**src/rtl/add_pkg.sv**
```systemverilog
// Chunking helpers and the stage payload shared by the pipelined adder/subtractor.
package add_pkg;

  // Widest operand the payload struct can carry.
  localparam int MAX_W = 128;

  function automatic int chunk_sz(input int width, input int stages);
    return (width + stages - 1) / stages;
  endfunction

  function automatic int chunk_lo(input int width, input int stages, input int k);
    return k * chunk_sz(width, stages);
  endfunction

  // Width of chunk k; the last chunk takes the remainder and may be empty.
  function automatic int chunk_w(input int width, input int stages, input int k);
    int lo;
    int c;
    lo = chunk_lo(width, stages, k);
    c  = chunk_sz(width, stages);
    if (lo >= width) return 0;
    return (width - lo < c) ? width - lo : c;
  endfunction

  function automatic int last_chunk_w(input int width, input int stages);
    return chunk_w(width, stages, stages - 1);
  endfunction

  typedef struct packed {
    logic             valid;
    logic             carry;
    logic [MAX_W-1:0] s;
    logic [MAX_W-1:0] a;
    logic [MAX_W-1:0] b;
  } stage_t;

endpackage

```
**src/rtl/add_chunk.sv**
```systemverilog
// Combinational W-bit ripple adder built from full_adder cells.
module add_chunk #(
  parameter int W = 8
) (
  input  logic [W-1:0] a,
  input  logic [W-1:0] b,
  input  logic         cin,
  output logic [W-1:0] s,
  output logic         cout
);
  logic [W:0] c;

  assign c[0] = cin;

  for (genvar i = 0; i < W; i++) begin : g_bit
    full_adder u_fa (.a(a[i]), .b(b[i]), .ci(c[i]), .s(s[i]), .co(c[i+1]));
  end

  assign cout = c[W];
endmodule

```
**src/rtl/full_adder.sv**
```systemverilog
// Single-bit full adder cell.
module full_adder (
  input  logic a,
  input  logic b,
  input  logic ci,
  output logic s,
  output logic co
);
  assign s  = a ^ b ^ ci;
  assign co = (a & b) | (ci & (a ^ b));
endmodule

```
**src/rtl/pipe_add_sub.sv**
```systemverilog
// Pipelined WIDTH-bit adder/subtractor, one carry-chain chunk per stage, valid/ready.
// Define ADD_FLAGS_EN to add registered zero and signed-overflow outputs.
module pipe_add_sub
  import add_pkg::*;
#(
  parameter int WIDTH  = 24,
  parameter int STAGES = 2
) (
  input  logic             clk,
  input  logic             rst_n,
  input  logic             in_valid,
  output logic             in_ready,
  input  logic [WIDTH-1:0] a,
  input  logic [WIDTH-1:0] b,
  input  logic             cin,
  input  logic             sub,
  output logic             out_valid,
  input  logic             out_ready,
  output logic [WIDTH-1:0] sum,
  output logic             cout
`ifdef ADD_FLAGS_EN
  ,
  output logic             zero,
  output logic             ovf
`endif
);
  localparam int CHUNK = chunk_sz(WIDTH, STAGES);

  stage_t p_in;
  stage_t q [STAGES];
  stage_t d [STAGES];
  logic   stall;
  logic   unused_bits;

  assign out_valid = q[STAGES-1].valid;
  assign stall     = out_valid & ~out_ready;
  assign in_ready  = ~stall;

  // Subtraction is A + ~B + 1; cin then toggles the extra increment.
  always_comb begin
    p_in                = '0;
    p_in.valid          = in_valid & in_ready;
    p_in.carry          = cin ^ sub;
    p_in.a[WIDTH-1:0]   = a;
    p_in.b[WIDTH-1:0]   = b ^ {WIDTH{sub}};
  end

  for (genvar k = 0; k < STAGES; k++) begin : g_stage
    localparam int LO = k * CHUNK;
    localparam int CW = chunk_w(WIDTH, STAGES, k);

    stage_t src;

    if (k == 0) begin : g_first
      assign src = p_in;
    end else begin : g_next
      assign src = q[k-1];
    end

    if (CW > 0) begin : g_add
      logic [CW-1:0] cs;
      logic          cc;
      stage_t        nxt;

      add_chunk #(.W(CW)) u_chunk (
        .a(src.a[LO +: CW]), .b(src.b[LO +: CW]), .cin(src.carry), .s(cs), .cout(cc)
      );

      always_comb begin
        nxt             = src;
        nxt.s[LO +: CW] = cs;
        nxt.carry       = cc;
      end
      assign d[k] = nxt;
    end else begin : g_pass
      assign d[k] = src;
    end
  end

  // Whole pipe advances together or holds together.
  always_ff @(posedge clk or negedge rst_n) begin
    if (!rst_n) begin
      for (int k = 0; k < STAGES; k++) q[k] <= '0;
    end else if (!stall) begin
      for (int k = 0; k < STAGES; k++) q[k] <= d[k];
    end
  end

  assign sum  = q[STAGES-1].s[WIDTH-1:0];
  assign cout = q[STAGES-1].carry;

  // Pending-operand and above-WIDTH bits of the final stage have no consumer.
  assign unused_bits = ^{q[STAGES-1].a, q[STAGES-1].b, q[STAGES-1].s};

`ifdef ADD_FLAGS_EN
  logic zero_d;
  logic ovf_d;

  // Carry into the MSB is recovered as a^b'^s at that bit.
  assign zero_d = (d[STAGES-1].s[WIDTH-1:0] == '0);
  assign ovf_d  = d[STAGES-1].a[WIDTH-1] ^ d[STAGES-1].b[WIDTH-1]
                ^ d[STAGES-1].s[WIDTH-1] ^ d[STAGES-1].carry;

  always_ff @(posedge clk or negedge rst_n) begin
    if (!rst_n) begin
      zero <= 1'b0;
      ovf  <= 1'b0;
    end else if (!stall) begin
      zero <= zero_d;
      ovf  <= ovf_d;
    end
  end
`endif

endmodule
```
**config.mk**
```make
export PLATFORM = sky130hd
export DESIGN_NAME = pipe_add_sub
export DESIGN_NICKNAME = d
export VERILOG_FILES = /design/src/rtl/add_pkg.sv /design/src/rtl/add_chunk.sv /design/src/rtl/full_adder.sv /design/src/rtl/pipe_add_sub.sv
export SDC_FILE = /design/constraint.sdc
export NUM_CORES = 1
export LEC_CHECK = 0
export BUFFER_PORTS_ARGS = -buffer_cell sky130_fd_sc_hd__buf_4
export CORE_MARGIN = 2
export CORE_UTILIZATION = 27
export CTS_BUF_LIST = sky130_fd_sc_hd__clkbuf_2 sky130_fd_sc_hd__clkbuf_4 sky130_fd_sc_hd__clkbuf_8
export DETAILED_ROUTE_END_ITERATION = 8
export HOLD_SLACK_MARGIN = 0.15
export SYNTH_ARGS = -nofsm -noshare
export SYNTH_HDL_FRONTEND = slang
export SYNTH_HIERARCHICAL = 1
export SYNTH_SLANG_ARGS = --single-unit
```
**constraint.sdc**
```tcl
create_clock -name clk -period 9.2 [get_ports clk]
set_input_delay 1.38 -clock clk [delete_from_list [all_inputs] [get_ports clk]]
set_output_delay 1.38 -clock clk [all_outputs]
set_load 0.02 [all_outputs]
```
==> impl_metrics.sql <==
INSERT INTO impl_metrics (metric_group, metric, value, unit) VALUES
('status', 'status', 'complete, no violations', ''),
('yosys', 'synth-seq-area-share', '0.503', ''),
('place', 'half_perimeter_wire_length_of_the_detailed_placement_result', '4.23', 'mm'),
('power', 'static-leakage-power', '1.82', 'nW'),
('yosys', 'synthMostInstantiatedCell', 'sky130_fd_sc_hd__dfrtp_1', ''),
('drt', 'vias', '1775', ''),
('yosys', 'synth-edff-count', '0', ''),
('timing', 'unrepaired_setup_endpoints_after_global_routing', 'false', ''),
('cells_and_area', 'finalCoreUtilization', '0.355', ''),
('setup_path', 'worst_setup_ep_type', 'register', ''),
('yosys', 'syn_area_per_cell', '16.8', 'um^2'),
('yosys', 'postSynth.topFlopCell', 'sky130_fd_sc_hd__dfrtp_1', ''),
('clocking', 'cts_inserted_buffers', '9', ''),
('floorplan', 'chipWidth', '113', 'um'),
('yosys', 'synth_cell_types', '11', ''),
('drt', 'drc', '0', ''),
('timing', 'timing.max_slew.rel_slack', '0.439', ''),
('drt', 'via_per_inst', '4.25', ''),
('floorplan', 'std_cell_rows', '39', ''),
('clocking', 'clock-root-buffer', 'sky130_fd_sc_hd__clkbuf_8', ''),
('timing', 'clock.fmax', '147', 'MHz'),
('timing', 'period_share', '0.739', ''),
('grt', 'grt_pass1_wl', '9.92', 'mm'),
('yosys', 'synth.largest_area_cell', 'sky130_fd_sc_hd__dfrtp_1', ''),
('clocking', 'cts-root-to-sink-buffers', '2', ''),
('drt', 'drt_first_pass_iters', '2', ''),
('yosys', 'yosys_register_bits', '64', ''),
('cells_and_area', 'syn2layout_area_growth', '27.8', '%'),
('drt', 'avgRoutedWirePerCell', '14.4', 'um'),
('flow_run', 'timing.max_cap.violations', '0', ''),
('yosys', 'async_reset_ff_frac', '1.00', ''),
('grt', 'track_usage', '0.103', ''),
('yosys', 'synthDominantCellAreaShare', '0.503', ''),
('clocking', 'worstSkewPairLatency', '0.33', 'ns'),
('grt', 'first_global_vias', '1997', ''),
('floorplan', 'dieHeight', '113', 'um'),
('setup_path', 'required', '9.42', 'ns'),
('timing', 'fin_setup_tns', '0', 'ns'),
('floorplan', 'floorplan.io_pins', '81', ''),
('setup_path', 'criticalPathCategory', 'in2reg', ''),
('clocking', 'cts_setup_buffers', '0', ''),
('cells_and_area', 'post_route_cells_drive_above_1_share', '0.585', ''),
('yosys', 'postSynthCellCount', '189', ''),
('power', 'power_density', '252', 'nW/um^2'),
('power', 'ir_worst_vdd', '112', 'uV'),
('grt', 'grt_antenna_before_repair', '0', ''),
('yosys', 'synthTopCellsByCount', '64 x sky130_fd_sc_hd__dfrtp_1, 55 x sky130_fd_sc_hd__mux2_2, 25 x sky130_fd_sc_hd__xor2_1', ''),
('floorplan', 'die_footprint', '12700', 'um^2'),
('drt', 'ant_nets', '0', ''),
('floorplan', 'core_area', '11500', 'um^2'),
('place', 'numPlacedInstances', '403', ''),
('setup_path', 'worst_r2r_start', 'd[140]', ''),
('setup_path', 'worst_setup_path_start_kind', 'primary input', ''),
('yosys', 'synth_warnings', '6', ''),
('cells_and_area', 'multi_input_area', '1460', 'um^2'),
('cells_and_area', 'layout.filler_cells', '1152', ''),
('timing', 'timing.final.setup_violations', '0', ''),
('grt', 'globalRouteOverflowTotal', '0', ''),
('yosys', 'syn-num-nets', '267', ''),
('clocking', 'cts_tree', 'yes', ''),
('drt', 'detailedRoute.firstIterationViolations', '60', ''),
('cells_and_area', 'final_nets', '349', ''),
('setup_path', 'crit_fanout', '25', ''),
('timing', 'hold_violations', '0', ''),
('drt', 'totalWireLength', '6.03', 'mm'),
('cells_and_area', 'final_cell_count_no_fill', '418', ''),
('worst_hold_path', 'worstHoldPathType', 'reg2reg', ''),
('place', 'place_congestion', '0.697', ''),
('clocking', 'clock-sinks', '64', ''),
('timing', 'max_slew_violation_total_from_the_final_report', '0', ''),
('setup_path', 'worst_setup_startpoint', 'sub', '');
-- worst max-delay path, stage by stage --
cell	delay, ns
sky130_fd_sc_hd__buf_4	0.36
sky130_fd_sc_hd__xor2_1	0.16
sky130_fd_sc_hd__fa_1	0.43
sky130_fd_sc_hd__fa_1	0.41
sky130_fd_sc_hd__fa_1	0.42
sky130_fd_sc_hd__fa_1	0.40
sky130_fd_sc_hd__fa_1	0.39
sky130_fd_sc_hd__fa_1	0.40
sky130_fd_sc_hd__fa_1	0.39
sky130_fd_sc_hd__fa_1	0.40
sky130_fd_sc_hd__fa_1	0.39
sky130_fd_sc_hd__fa_1	0.39
sky130_fd_sc_hd__fa_1	0.40
sky130_fd_sc_hd__fa_1	0.44
sky130_fd_sc_hd__mux2_2	0.27
-- flip-flops by register name, summed over array words and instances (netlist names) --
signal       cells
out_valid        1
d               37
cout             1
sum             24
g_stage.src      1
-- report_power, final --
part | total [W] | switching (W) | internal [W]
Clock | 0.000256 | 0.000107 | 0.000149
Combinational | 0.000347 | 0.000160 | 0.000187
Sequential | 0.000421 | 0.0000508 | 0.000371
-- cell usage in the layout (no fill, tap or decap) --
| cell type | n |
|---|---|
| sky130_fd_sc_hd__inv_6 | 1 |
| sky130_fd_sc_hd__xor2_1 | 25 |
| sky130_fd_sc_hd__clkinvlp_4 | 1 |
| sky130_fd_sc_hd__bufinv_16 | 1 |
| sky130_fd_sc_hd__buf_4 | 81 |
| sky130_fd_sc_hd__clkbuf_8 | 12 |
| sky130_fd_sc_hd__nand2b_1 | 1 |
| sky130_fd_sc_hd__fa_1 | 24 |
| sky130_fd_sc_hd__clkbuf_4 | 1 |
| sky130_fd_sc_hd__dfrtp_1 | 64 |
| sky130_fd_sc_hd__mux2_2 | 55 |
| sky130_fd_sc_hd__mux2_4 | 8 |
| sky130_fd_sc_hd__nor2b_4 | 1 |
-- cell type report --
type / instances / area share
tap: 143 / 0.0440
clock inverter: 2 / 0.00923
multi-input combinational: 114 / 0.359
sequential: 64 / 0.394
timing repair buffer: 81 / 0.150
inverter: 1 / 0.00215
clock buffer: 13 / 0.0425
-- through the flow --
step / setup slack [ns] / hold slack (ns) / power [W] / area, um^2
2_1_floorplan: 2.36 / 0.428 / 0.000637 / 3180
3_3_place_gp: 2.08 / 0.439 / 0.000775 / 3860
3_5_place_dp: 2.04 / 0.476 / 0.000784 / 3860
4_1_cts: 2.37 / 0.487 / 0.00105 / 4070
5_1_grt: 2.21 / 0.492 / 0.00110 / 4070
6_report: 2.40 / 0.478 / 0.00102 / 4070
-- path summary, 6_finish.rpt --
path                       slack [ns]  cells past startpoint         to
setup / recovery                 2.40                     15     d[267]
hold / removal                   0.48                      1  out_valid
setup reg to reg                 3.53                     13    sum[23]
hold reg to reg                  0.48                      1  out_valid
max in group asynchronous        7.51                      1     d[149]
min in group asynchronous        1.16                      1     d[261]
-- metal layers --
metal,vias up,GRT usage,part of all wire
met5,-,0,0
met4,0,0.0463,0.020
met3,11,0.0281,0.049
met2,52,0.158,0.48
met1,920,0.136,0.45
li1,792,-,-
-- logic make-up (layout without fill, tap and decap cells) --
family	Yosys count	after routing	share of synthesized area
xor+xnor	25	25	0.0688
fa+ha+maj	24	24	0.151
buf+inv	11	97	0.0385
flops	64	64	0.503
mux	63	63	0.232
simple gates	2	2	0.00629
Power figures use the tool's default switching activity.
